**config.mk**
```make
export PLATFORM = sky130hd
export DESIGN_NAME = bridge_pulse_seq
export DESIGN_NICKNAME = d
export VERILOG_FILES = /design/src/rtl/bridge_pkg.sv /design/src/rtl/bridge_dead_timer.sv /design/src/rtl/bridge_pulse_seq.sv
export SDC_FILE = /design/constraint.sdc
export NUM_CORES = 1
export LEC_CHECK = 0
export BUFFER_PORTS_ARGS = -buffer_cell sky130_fd_sc_hd__buf_2
export CAP_MARGIN = 20
export CORE_MARGIN = 3
export CORE_UTILIZATION = 32
export DETAILED_ROUTE_END_ITERATION = 6
export GPL_TIMING_DRIVEN = 0
export HOLD_SLACK_MARGIN = 0.03
export PLACE_DENSITY = 0.46
export SLEW_MARGIN = 15
export SYNTH_ARGS = -nofsm -noshare
export SYNTH_HDL_FRONTEND = slang
export SYNTH_SLANG_ARGS = --single-unit
```
**constraint.sdc**
```tcl
create_clock -name clk_sys -period 3.9 [get_ports clk_sys]
set_input_delay 0.78 -clock clk_sys [delete_from_list [all_inputs] [get_ports clk_sys]]
set_output_delay 0.78 -clock clk_sys [all_outputs]
set_load 0.05 [all_outputs]
```
**src/rtl/bridge_pkg.sv**
```systemverilog
// Shared state encoding, default widths and gate-drive constants for bridge_pulse_seq.
// ST_QDLY exists only when BRIDGE_QUAR_DELAY_EN is defined.
package bridge_pkg;

    localparam int unsigned CNT_W  = 8;
    localparam int unsigned DT_W   = 6;
    localparam int unsigned NCYC_W = 16;

    typedef enum logic [2:0] {
        ST_IDLE,
        ST_DEAD,
        ST_POS,
        ST_NEG,
`ifdef BRIDGE_QUAR_DELAY_EN
        ST_QDLY,
`endif
        ST_TAIL
    } state_t;

    // Bit order: q1q8, q2q7, q3q6, q4q5
    typedef logic [3:0] drv_t;

    localparam drv_t DRV_OFF = 4'b0000;
    localparam drv_t DRV_POS = 4'b1001;
    localparam drv_t DRV_NEG = 4'b0110;

endpackage

```
**src/rtl/bridge_dead_timer.sv**
```systemverilog
// Loadable dead-time down-counter shared by the DEAD and TAIL phases of bridge_pulse_seq.
module bridge_dead_timer #(
    parameter int unsigned DT_W = bridge_pkg::DT_W
) (
    input  logic            clk_sys,
    input  logic            rst,
    input  logic            load,
    input  logic [DT_W-1:0] load_val,
    output logic            expired
);

    logic [DT_W-1:0] count;

    always_ff @(posedge clk_sys or posedge rst) begin
        if (rst) begin
            count <= '0;
        end else if (load) begin
            count <= load_val;
        end else if (count != '0) begin
            count <= count - DT_W'(1);
        end
    end

    // Flags the edge that completes the loaded number of cycles.
    assign expired = (count <= DT_W'(1));

endmodule

```
**src/rtl/bridge_pulse_seq.sv**
```systemverilog
// H-bridge transmit-pulse sequencer: dead-time separated positive/negative halves for a burst.
// Optional quarter-period start delay (quar_delay input, QDLY state) under BRIDGE_QUAR_DELAY_EN.
module bridge_pulse_seq #(
    parameter int unsigned CNT_W  = bridge_pkg::CNT_W,
    parameter int unsigned DT_W   = bridge_pkg::DT_W,
    parameter int unsigned NCYC_W = bridge_pkg::NCYC_W
) (
    input  logic              clk_sys,
    input  logic              rst,
    input  logic              clk_en,
    input  logic              para_load,
    input  logic [CNT_W-1:0]  half_para,
    input  logic [DT_W-1:0]   dead_para,
    input  logic [NCYC_W-1:0] cycle_num,
    input  logic              start,
    input  logic              phase,
    input  logic              abort,
`ifdef BRIDGE_QUAR_DELAY_EN
    input  logic              quar_delay,
`endif
    output logic              q1q8,
    output logic              q2q7,
    output logic              q3q6,
    output logic              q4q5,
    output logic              up,
    output logic              down,
    output logic              bri_cycle,
    output logic              busy,
    output logic              done
);

    import bridge_pkg::*;

    state_t            state;
    drv_t              drv;
    logic [CNT_W-1:0]  half_sh;
    logic [CNT_W-1:0]  hcnt;
    logic [CNT_W-1:0]  half_len;
    logic [DT_W-1:0]   dead_sh;
    logic [DT_W-1:0]   dead_len;
    logic [NCYC_W-1:0] ncyc_sh;
    logic [NCYC_W-1:0] ccnt;
    logic              toggle;
    logic              second;
    logic              idle;
    logic              go;
    logic              tick_last;
    logic              half_exit;
    logic              tmr_load;
    logic              tmr_expired;

    assign half_len  = (half_sh == '0) ? CNT_W'(1) : half_sh;
    assign dead_len  = (dead_sh == '0) ? DT_W'(1) : dead_sh;
    assign idle      = (state == ST_IDLE);
    assign go        = idle && start && !abort && (ncyc_sh != '0);
    assign tick_last = clk_en && (hcnt <= CNT_W'(1));
    assign half_exit = ((state == ST_POS) || (state == ST_NEG)) && tick_last;

`ifdef BRIDGE_QUAR_DELAY_EN
    logic [CNT_W-1:0] quar_len;
    logic             qdly_exit;

    assign quar_len  = ((half_sh >> 1) == '0) ? CNT_W'(1) : (half_sh >> 1);
    assign qdly_exit = (state == ST_QDLY) && tick_last;
    assign tmr_load  = (go && !quar_delay) || half_exit || qdly_exit;
`else
    assign tmr_load  = go || half_exit;
`endif

    bridge_dead_timer #(
        .DT_W(DT_W)
    ) u_dead_timer (
        .clk_sys (clk_sys),
        .rst     (rst),
        .load    (tmr_load),
        .load_val(dead_len),
        .expired (tmr_expired)
    );

    always_ff @(posedge clk_sys or posedge rst) begin
        if (rst) begin
            state     <= ST_IDLE;
            drv       <= DRV_OFF;
            half_sh   <= '0;
            dead_sh   <= '0;
            ncyc_sh   <= '0;
            hcnt      <= '0;
            ccnt      <= '0;
            toggle    <= 1'b0;
            second    <= 1'b0;
            up        <= 1'b0;
            down      <= 1'b0;
            bri_cycle <= 1'b0;
            busy      <= 1'b0;
            done      <= 1'b0;
        end else begin
            up        <= 1'b0;
            down      <= 1'b0;
            bri_cycle <= 1'b0;
            done      <= 1'b0;

            if (para_load && idle) begin
                half_sh <= half_para;
                dead_sh <= dead_para;
                ncyc_sh <= cycle_num;
            end

            // Abort outranks start and every expiry in the same cycle.
            if (abort && !idle) begin
                state <= ST_IDLE;
                drv   <= DRV_OFF;
                busy  <= 1'b0;
            end else begin
                case (state)
                    ST_IDLE: begin
                        if (start && !abort) begin
                            if (ncyc_sh == '0) begin
                                done <= 1'b1;
                            end else begin
                                busy   <= 1'b1;
                                toggle <= phase;
                                second <= 1'b0;
                                ccnt   <= ncyc_sh;
`ifdef BRIDGE_QUAR_DELAY_EN
                                if (quar_delay) begin
                                    state <= ST_QDLY;
                                    hcnt  <= quar_len;
                                end else begin
                                    state <= ST_DEAD;
                                end
`else
                                state  <= ST_DEAD;
`endif
                            end
                        end
                    end
`ifdef BRIDGE_QUAR_DELAY_EN
                    ST_QDLY: begin
                        if (tick_last) begin
                            state <= ST_DEAD;
                        end else if (clk_en) begin
                            hcnt <= hcnt - CNT_W'(1);
                        end
                    end
`endif
                    ST_DEAD: begin
                        if (tmr_expired) begin
                            hcnt <= half_len;
                            if (toggle) begin
                                state <= ST_NEG;
                                drv   <= DRV_NEG;
                                down  <= 1'b1;
                            end else begin
                                state <= ST_POS;
                                drv   <= DRV_POS;
                                up    <= 1'b1;
                            end
                        end
                    end
                    ST_POS, ST_NEG: begin
                        if (half_exit) begin
                            drv    <= DRV_OFF;
                            toggle <= ~toggle;
                            second <= ~second;
                            if (second) begin
                                bri_cycle <= 1'b1;
                                ccnt      <= ccnt - NCYC_W'(1);
                                state     <= (ccnt == NCYC_W'(1)) ? ST_TAIL : ST_DEAD;
                            end else begin
                                state <= ST_DEAD;
                            end
                        end else if (clk_en) begin
                            hcnt <= hcnt - CNT_W'(1);
                        end
                    end
                    ST_TAIL: begin
                        if (tmr_expired) begin
                            state <= ST_IDLE;
                            busy  <= 1'b0;
                            done  <= 1'b1;
                        end
                    end
                    default: begin
                        state <= ST_IDLE;
                        drv   <= DRV_OFF;
                        busy  <= 1'b0;
                    end
                endcase
            end
        end
    end

    assign q1q8 = drv[3];
    assign q2q7 = drv[2];
    assign q3q6 = drv[1];
    assign q4q5 = drv[0];

endmodule

```
After elaboration in Yosys (flattened, before gate mapping)
Cells that the tools add are included.
- register bits: 74
- bits in latches: 0
- memory bits (writable): 0
- bits in read-only memories: 0
- bits of input ports: 37
- output and inout bits: 9
- logic and storage cells: 130
- memories: 0
- add/sub/neg operators: 3
- multipliers: 0
- divide/modulo/power cells: 0
- $lt $le $gt $ge: 2
- equal/unequal tests: 19
- shifts and indexed selects: 0
- muxes and demuxes: 58
- bitwise operators: 3
- reduce and logical (&&, ||, !) cells: 30
- operator list (cell ; count):
    $mux 16 ; 4
    $mux 8 ; 4
    $pmux 16 s2 ; 1
    $mux 1 ; 27
    $mux 3 ; 8
    $mux 6 ; 3
    $eq 16x1->1 const B ; 1
    $logic_not 16->1 ; 1
    $mux 4 ; 4
    $pmux 8 s2 ; 1
    $reduce_bool 16->1 ; 1
    $sub 16x1->16 const B ; 1
    $reduce_and 5->1 ; 3
    $ne 2x2->1 const B ; 6
    $ne 3x3->1 const B ; 4
    $pmux 3 s4 ; 1
    $pmux 4 s3 ; 1
    $le 8x1->1 const B ; 1
    $logic_and 1x1->1 ; 8
    $logic_not 8->1 ; 1
    $sub 8x1->8 const B ; 1
    $eq 3x2->1 const B ; 2
    $le 6x1->1 const B ; 1
    $logic_not 6->1 ; 1
    18 further kinds ; 29

Logic depth before layout (Yosys ltp)
Gate-level depths: netlist (run 1).
- word-level depth: 6
- mapped depth: 8
- gate-level depth less buffers: 7

Modules after synthesis
A second synthesis (run 1) with hierarchy kept.
- cell total of the unflattened synthesis: 377
- area total of the unflattened synthesis: 3782.4 um^2
- by module, submodules not included (module ; instances ; cells each ; area an instance (um^2) ; sequential area each (um^2)):
    bridge_pulse_seq ; 1 ; 336 ; 3373.2 ; 1651.6
    bridge_dead_timer ; 1 ; 41 ; 409.1 ; 150.1

Worst setup path after synthesis (run 1)
No wires, ideal clock.
- path kind: register to register
- from: register u_dead_timer.count[3]
- to: register drv[0]
- arrival: 1726 ps
- required time: 3773 ps
- path slack: 2047 ps
- stages on the path, launching flop included: 6
- period minus slack after synthesis: 1853 ps
- cell sequence: dfrtp_1 > or3_4 > or3_1 > a21oi_1 > o21a_1 > mux2_1
- cells in the longest elaborated chain, start to end: 3
- ends and longest elaborated chain (item ; RTL line ; RTL):
    from (decl) ; bridge_dead_timer.sv:12 ; logic [DT_W-1:0] count;
    from (signal assigned) ; bridge_dead_timer.sv:18 ; count <= load_val;
    from (signal assigned) ; bridge_dead_timer.sv:20 ; count <= count - DT_W'(1);
    $le 6x1->1 ; bridge_dead_timer.sv:25 ; assign expired = (count <= DT_W'(1));
    $ne 3x3->1 (no line) ; -- ;
    $reduce_and 3->1 (no line) ; -- ;
    to (signal assigned) ; bridge_pulse_seq.sv:83 ; drv <= DRV_OFF;
    to (signal assigned) ; bridge_pulse_seq.sv:111 ; drv <= DRV_OFF;
    to (signal assigned) ; bridge_pulse_seq.sv:151 ; drv <= DRV_NEG;
    to (decl) ; bridge_pulse_seq.sv:35 ; drv_t drv;
No other way between the ends.
A chain may end at the register's enable or synchronous reset.

Worst setup path in the final report (run 1)
- from: register ncyc_sh[4]
- to: register ccnt[8]
- cells in the longest elaborated chain, start to end: 3
- ends and longest elaborated chain (item ; RTL line ; RTL):
    from (decl) ; bridge_pulse_seq.sv:41 ; logic [NCYC_W-1:0] ncyc_sh;
    from (signal assigned) ; bridge_pulse_seq.sv:105 ; ncyc_sh <= cycle_num;
    $logic_not 16->1 ; bridge_pulse_seq.sv:117 ; if (ncyc_sh == '0) begin
    $ne 2x2->1 (no line) ; -- ;
    $reduce_and 6->1 (no line) ; -- ;
    to (signal assigned) ; bridge_pulse_seq.sv:123 ; ccnt <= ncyc_sh;
    to (signal assigned) ; bridge_pulse_seq.sv:167 ; ccnt <= ccnt - NCYC_W'(1);
    to (decl) ; bridge_pulse_seq.sv:42 ; logic [NCYC_W-1:0] ccnt;
No other way between the ends.

==> results of run 1 <==
[cell usage after synthesis, types with 2 or more instances]
cell type   n  share of area
o21ai_0    12          0.016
buf_2       8          0.010
o21ai_1    22          0.029
o31ai_1     4         0.0078
nand2_1    22          0.022
nor4_1      8          0.013
and4_1      2         0.0046
nor3_1     19          0.025
or4_1       3         0.0059
o2bb2ai_1   4         0.0092
nor4_4      2          0.011
ha_1        6          0.020
mux2_2     21          0.062
a31oi_1     4         0.0065
nand3_1    11          0.014
nand2b_1    4         0.0065
clkbuf_1    9         0.0088
mux2i_1     2         0.0052
buf_4       5         0.0098
and2_1      3         0.0049
nand4_1     4         0.0065
and3_1      9          0.015
o22ai_1     6         0.0098
nor3b_1     3         0.0059
inv_1      12          0.012
dfrtp_1    72           0.47
a21oi_1    38          0.050
o21a_1      4         0.0078
nor2_1     31          0.030
a22oi_1     2         0.0039
or3_1       2         0.0033
mux2_1      9          0.026
[registers in the layout (all words and copies together), names as in the netlist]
signal and count:
busy 1, u_dead_timer.count 6, ccnt 16, dead_sh 6
state 3, hcnt 8, bri_cycle 1, half_sh 8
drv 2, down 1, done 1, toggle 1
ncyc_sh 16, up 1, second 1
[cells in the final DEF (no fill, tap or decap), drive strengths merged, types with 2 or more instances in the layout]
| cell | n |
|---|---|
| a21oi | 38 |
| a22oi | 2 |
| a31oi | 4 |
| and2 | 3 |
| and3 | 9 |
| and4 | 2 |
| buf | 60 |
| clkbuf | 23 |
| dfrtp | 72 |
| ha | 6 |
| inv | 12 |
| mux2 | 30 |
| mux2i | 2 |
| nand2 | 22 |
| nand2b | 4 |
| nand3 | 12 |
| nand4 | 4 |
| nor2 | 32 |
| nor3 | 20 |
| nor3b | 3 |
| nor4 | 11 |
| o21a | 4 |
| o21ai | 34 |
| o22ai | 6 |
| o2bb2ai | 4 |
| o31ai | 4 |
| or3 | 4 |
| or4 | 3 |
[power breakdown]
group,internal [mW],switching (mW)
clock,0.564,0.302
combinational,0.494,0.564
sequential,1.09,0.365
total,2.15,1.23
[metal layers]
| metal | share of wire | global-route usage |
|---|---|---|
| met1 | 0.50 | 0.238 |
| met2 | 0.45 | 0.230 |
| met3 | 0.038 | 0.0374 |
| met4 | 0.017 | 0.0634 |
| met5 | 0 | 0 |
[layout make-up]
class	instances	area (um2)
plain buffers	23	123
clock inverters	2	35.0
clock buffers	14	284
repair buffers	46	253
inverters	12	47.5
well taps	143	179
fillers	1159	6980
multi-input cells	282	1860
flip-flops and latches	72	1800
[logic make-up (layout without fill, tap and decap cells)]
group	after synthesis	count (layout)	share of synthesized area
buf+inv	35	97	0.0438
simple gates	134	134	0.197
flops	72	72	0.471
xor+xnor	2	2	0.00458
fa+ha+maj	6	6	0.0196
mux	32	32	0.0935
compound gates	108	108	0.171
[final timing paths]
kind / startpoint / endpoint / slack [ns] / cells after the start
max reg2reg: ncyc_sh[4] / ccnt[8] / 1.60 / 6
min in group clk_sys: half_sh[0] / half_sh[0] / 0.49 / 1
max: ncyc_sh[4] / ccnt[8] / 1.60 / 6
min: rst / bri_cycle / 0.46 / 2
min reg2reg: half_sh[0] / half_sh[0] / 0.49 / 1
max in group asynchronous: rst / ccnt[7] / 2.88 / 3
==> reports/qor.txt, run 1 <==
layout cells sized above 1 = 0.246
WP data arrival = 2.56 ns
DPL Wire Length = 7.08 mm
hold slack = 0.463 ns
Ys Warns = 0
RSZ-0062 raised after global routing = false
PwrDens = 738 nW/um2
die area = 13300 um2
H-tree depth = 3
Final Slew Violations = 0
period utilisation layout = 0.591
Non-Filler Instances = 594
status = finished clean
measured slew at the worst slew-check pin = 0.710 ns
Hold Crit Class = in2async
critical path's top delay family = simple AND/OR/NAND/NOR gates
clk_skew = 0.00914 ns
Max-slew headroom = 0.522
CTS tree = built
placed standard-cell area = 4260 um2
Synth async-reset ratio = 1.00
Fin. Hold Viols = 0
clk sinks = 72
average via count per standard cell = 5.30
CTS Buf Count = 9
Site Rows = 39
Tot Pwr = 3.38 mW
count of final setup violators = 0
# resized after CTS = 0
leakage = 1.97 nW
# Max-Cap Violations = 0
DP Worst Slack = 1.64 ns
initial antenna violation count = 0
Seq/Total Area, Yosys = 0.471
GRT Total Usage = 0.162
Fmax = 434 MHz
area grow syn2layout = 19.7%
ANT cells = 0
total number of vias = 3149
crit path kind = reg2reg
final net count = 489
Clock Latency Late Sink = 0.34 ns
critical-path cell list = nor4_1 -> nand4_1 -> o221ai_1 -> buf_2 -> a21oi_1 -> o22ai_1
largest net degree at the start of global routing = 42
number of global-route vias before repair = 3106
Root Buffer Master = clkbuf_16
RD Place Congestion = 0.813
post-synth cell types = 58
core footprint = 11600 um2
crit end category = flip-flop
Port Buffers = 45
# Post-CTS Setup Buffers = 0
First-pass DRT Iterations = 4
Initial Utilization = 0.331
final worst slack = 1.60 ns
Worst Path Required = 4.15 ns
Startpoint Class = flip-flop
Syn Area/Cell = 9.84 um2
Synth Cell Area = 3830 um2
Inst Count DP = 578
Synth Flop Type = dfrtp_1
CP max-delay cell = nor4_1
Seq cells post-synth = 72
Die W = 115 um
WL/cell = 16.6 um
Final Core Density = 0.396
Clock Tree Buf Depth = 2
Ports = 46
clock transition at the registers of the reported paths = 0.06 ns
Post-synth EDFFs = 0
setup_tns = 0 ns
Gate Count Post-Synth = 389
maximum vdd drop = 0.220 mV
Mapped Nets = 432
CP max FO = 10
Critical Path Max Stage Delay = 0.64 ns
post-layout min period = 2.30 ns
GRT overflow = 0
Die Span Y = 115 um
Total Wirelength = 9.85 mm
Crit path buffers/inverters = 1
DRT iter0 DRCs = 212
Residual DRC = 0
hold_buf cts = 0
Final ANT Viol Nets = 0
first-pass GRT wire length = 16.5 mm
post-route design area = 4580 um2
(Power assumes the default switching activity.)
==> inputs of run 2 (changes only) <==
--- a/config.mk
+++ b/config.mk
@@ -12,7 +12,7 @@
 export DETAILED_ROUTE_END_ITERATION = 6
 export GPL_TIMING_DRIVEN = 0
 export HOLD_SLACK_MARGIN = 0.03
-export PLACE_DENSITY = 0.46
+export PLACE_DENSITY = 0.48
 export SLEW_MARGIN = 15
 export SYNTH_ARGS = -nofsm -noshare
 export SYNTH_HDL_FRONTEND = slang
==> constraint.sdc (replaced) <==
create_clock -name clk_sys -period 2.1 [get_ports clk_sys]
set_input_delay 0.42 -clock clk_sys [delete_from_list [all_inputs] [get_ports clk_sys]]
set_output_delay 0.42 -clock clk_sys [all_outputs]
set_load 0.05 [all_outputs]
==> run 2 against run 1 <==
Against the previous run: cell area up 1.3%; die area unchanged; total power up 87%; largest cell class unchanged; worst hold slack worse by 0.34 ns; sequential power up 90%; critical path type unchanged; fmax up 15%; clock-buffer cell count down 1.
==> reports/qor.txt, run 2 (same netlist as run 1, synthesis figures left out) <==
WL/cell = 16.6 um (about the same)
Sequential Power Share = 0.435 (was 0.430)
status = finished clean (unchanged)
First-pass DRT Iterations = 5 (was 4)
Startpoint Class = flip-flop (unchanged)
DRT iter0 DRCs = 251 (was 212)
crit path kind = reg2reg (unchanged)
Max-slew headroom = 0.584 (was 0.522)
initial antenna violation count = 0 (unchanged)
core footprint = 11600 um2 (unchanged)
post-route design area = 4640 um2 (was 4580 um2)
clk sinks = 72 (unchanged)
count of final setup violators = 0 (unchanged)
largest net degree at the start of global routing = 29 (was 42)
GRT overflow = 0 (unchanged)
area taken by multi-input logic gates = 1910 um2 (was 1860 um2)
measured slew at the worst slew-check pin = 0.623 ns (was 0.710 ns)
placed standard-cell area = 4280 um2 (was 4260 um2)
Residual DRC = 0 (unchanged)
Int Pwr = 3.96 mW (was 2.15 mW)
Root Buffer Master = clkbuf_16 (unchanged)
Final Slew Violations = 0 (unchanged)
hold slack = 0.123 ns (was 0.463 ns)
Ports = 46 (unchanged)
GRT Total Usage = 0.161 (was 0.162)
# Max-Cap Violations = 0 (unchanged)
Initial Utilization = 0.331 (unchanged)
H-tree depth = 3 (unchanged)
Gate power share = 0.319 (was 0.313)
Final ANT Viol Nets = 0 (unchanged)
CTS tree = built (unchanged)
register area = 1800 um2 (about the same)
Die W = 115 um (unchanged)
first-pass GRT wire length = 16.5 mm (about the same)
Fmax = 500 MHz (was 434 MHz)
NetSw = 2.35 mW (was 1.23 mW)
Site Rows = 39 (unchanged)
average via count per standard cell = 5.32 (was 5.30)
WP data arrival = 2.22 ns (was 2.56 ns)
ANT cells = 0 (unchanged)
Hold Crit Class = in2async (unchanged)
Port Buffers = 45 (unchanged)
clk_skew = 0.00556 ns (was 0.00914 ns)
period utilisation layout = 0.951 (was 0.591)
post-layout min period = 2.00 ns (was 2.30 ns)
final net count = 491 (was 489)
leakage = 1.99 nW (was 1.97 nW)
commonest non-fill, non-tap cells in the layout = 71 x dfrtp_1, 52 x buf_2, 38 x a21oi_1 (was 72 x dfrtp_1, 53 x buf_2, 38 x a21oi_1)
Reg2Reg Capture Point = drv[0] (was ccnt[8])
RD Place Congestion = 0.798 (was 0.813)
crit end category = flip-flop (unchanged)
DPL Wire Length = 7.17 mm (was 7.08 mm)
RSZ-0062 raised after global routing = false (unchanged)
Clk pwr share = 0.245 (was 0.256)
area grow syn2layout = 21.3% (was 19.7%)
Fin. Hold Viols = 0 (unchanged)
CP max FO = 6 (was 10)
Die Span Y = 115 um (unchanged)
Worst Path Required = 2.32 ns (was 4.15 ns)
total number of vias = 3169 (was 3149)
maximum vdd drop = 0.630 mV (was 0.220 mV)
Sw Ratio = 0.373 (was 0.364)
die area = 13300 um2 (unchanged)
worst r2r src = u_dead_timer.count[3] (was ncyc_sh[4])
reg2reg setup slack = 0.10 ns (was 1.60 ns)
Reg2Reg Depth = 5 (was 6)
clock transition at the registers of the reported paths = 0.06 ns (about the same)
Total Wirelength = 9.92 mm (was 9.85 mm)
Clock Tree Buf Depth = 2 (unchanged)
layout cells sized above 1 = 0.267 (was 0.246)
hold_buf cts = 0 (unchanged)
CTS Buf Count = 9 (unchanged)
number of global-route vias before repair = 3115 (was 3106)
Top Registers = ccnt x16, ncyc_sh x16 (unchanged)
Fill cells = 1148 (was 1159)
Clock Latency Late Sink = 0.34 ns (about the same)
PwrDens = 1360 nW/um2 (was 738 nW/um2)
commonest non-fill, non-tap cell in the layout = dfrtp_1 (unchanged)
-- run 2: cell types whose count changed in the layout (fill, tap and decap cells not counted), moves of 2 or more --
cell,before,now
nor4_1,8,6
clkbuf_1,10,8
buf_4,5,8
clkbuf_8,4,2
clkbuf_2,0,2
nor4_4,2,4
buf_12,0,2
-- run 2: through the flow --
stage	worst slack [ns]	TNS (ns)	utilization	power [mW]	cells
after floorplan	0.247	0	-	4.10	389
after global placement	-0.133	-1.64	0.366	4.64	577
after detailed placement	-0.107	-1.05	0.370	4.70	579
after CTS	0.0176	0	0.397	6.31	595
after global routing	0.00610	0	0.401	6.81	596
final	0.102	0	0.401	6.31	596
-- run 2: layout make-up --
| class | count | area share |
|---|---|---|
| plain buffers | 22 | 0.0267 |
| clock buffers | 13 | 0.0561 |
| clock inverters | 3 | 0.00863 |
| inverters | 12 | 0.0105 |
| multi-input cells | 282 | 0.411 |
| flip-flops and latches | 72 | 0.388 |
| well taps | 143 | 0.0385 |
| repair buffers | 49 | 0.0604 |
-- run 2: per-layer routing --
layer | vias to the layer above | GRT usage | share of wire
li1 | 1555 | - | -
met1 | 1518 | 0.225 | 0.48
met2 | 85 | 0.245 | 0.45
met3 | 11 | 0.0353 | 0.053
met4 | 0 | 0.0587 | 0.016
met5 | - | 0 | 0
-- run 2: timing repair --
action / 4_1_cts / 5_1_grt
pin swaps: 0 / 1
hold endpoints to repair: 0 / 0
resized for setup: 4 / 10
setup buffers: 0 / 2
setup endpoints to repair: 28 / 18
-- run 2: worst max path at each step --
stage,from,end,cells past startpoint
after floorplan,u_dead_timer.count[3],drv[0],5
after global placement,ncyc_sh[0],toggle,6
after detailed placement,ncyc_sh[0],ccnt[8],6
after CTS,hcnt[0],ccnt[5],8
after global routing,ncyc_sh[3],u_dead_timer.count[4],6
final,u_dead_timer.count[3],drv[0],5
-- run 2: power by group through the flow --
stage | sequential [mW] | clock, mW | combinational, mW
after floorplan | 2.59 | 0 | 1.51
after global placement | 2.71 | 0 | 1.93
after detailed placement | 2.73 | 0 | 1.97
after CTS | 2.72 | 1.60 | 2.00
after global routing | 2.87 | 1.67 | 2.28
final | 2.75 | 1.55 | 2.01
-- run 2: worst max-delay path: stages (launching register included) --
cell	delay (ns)
dfrtp_1	0.43
or3_4	0.43
or3_1	0.36
a21oi_1	0.15
o21a_1	0.18
mux2_1	0.33
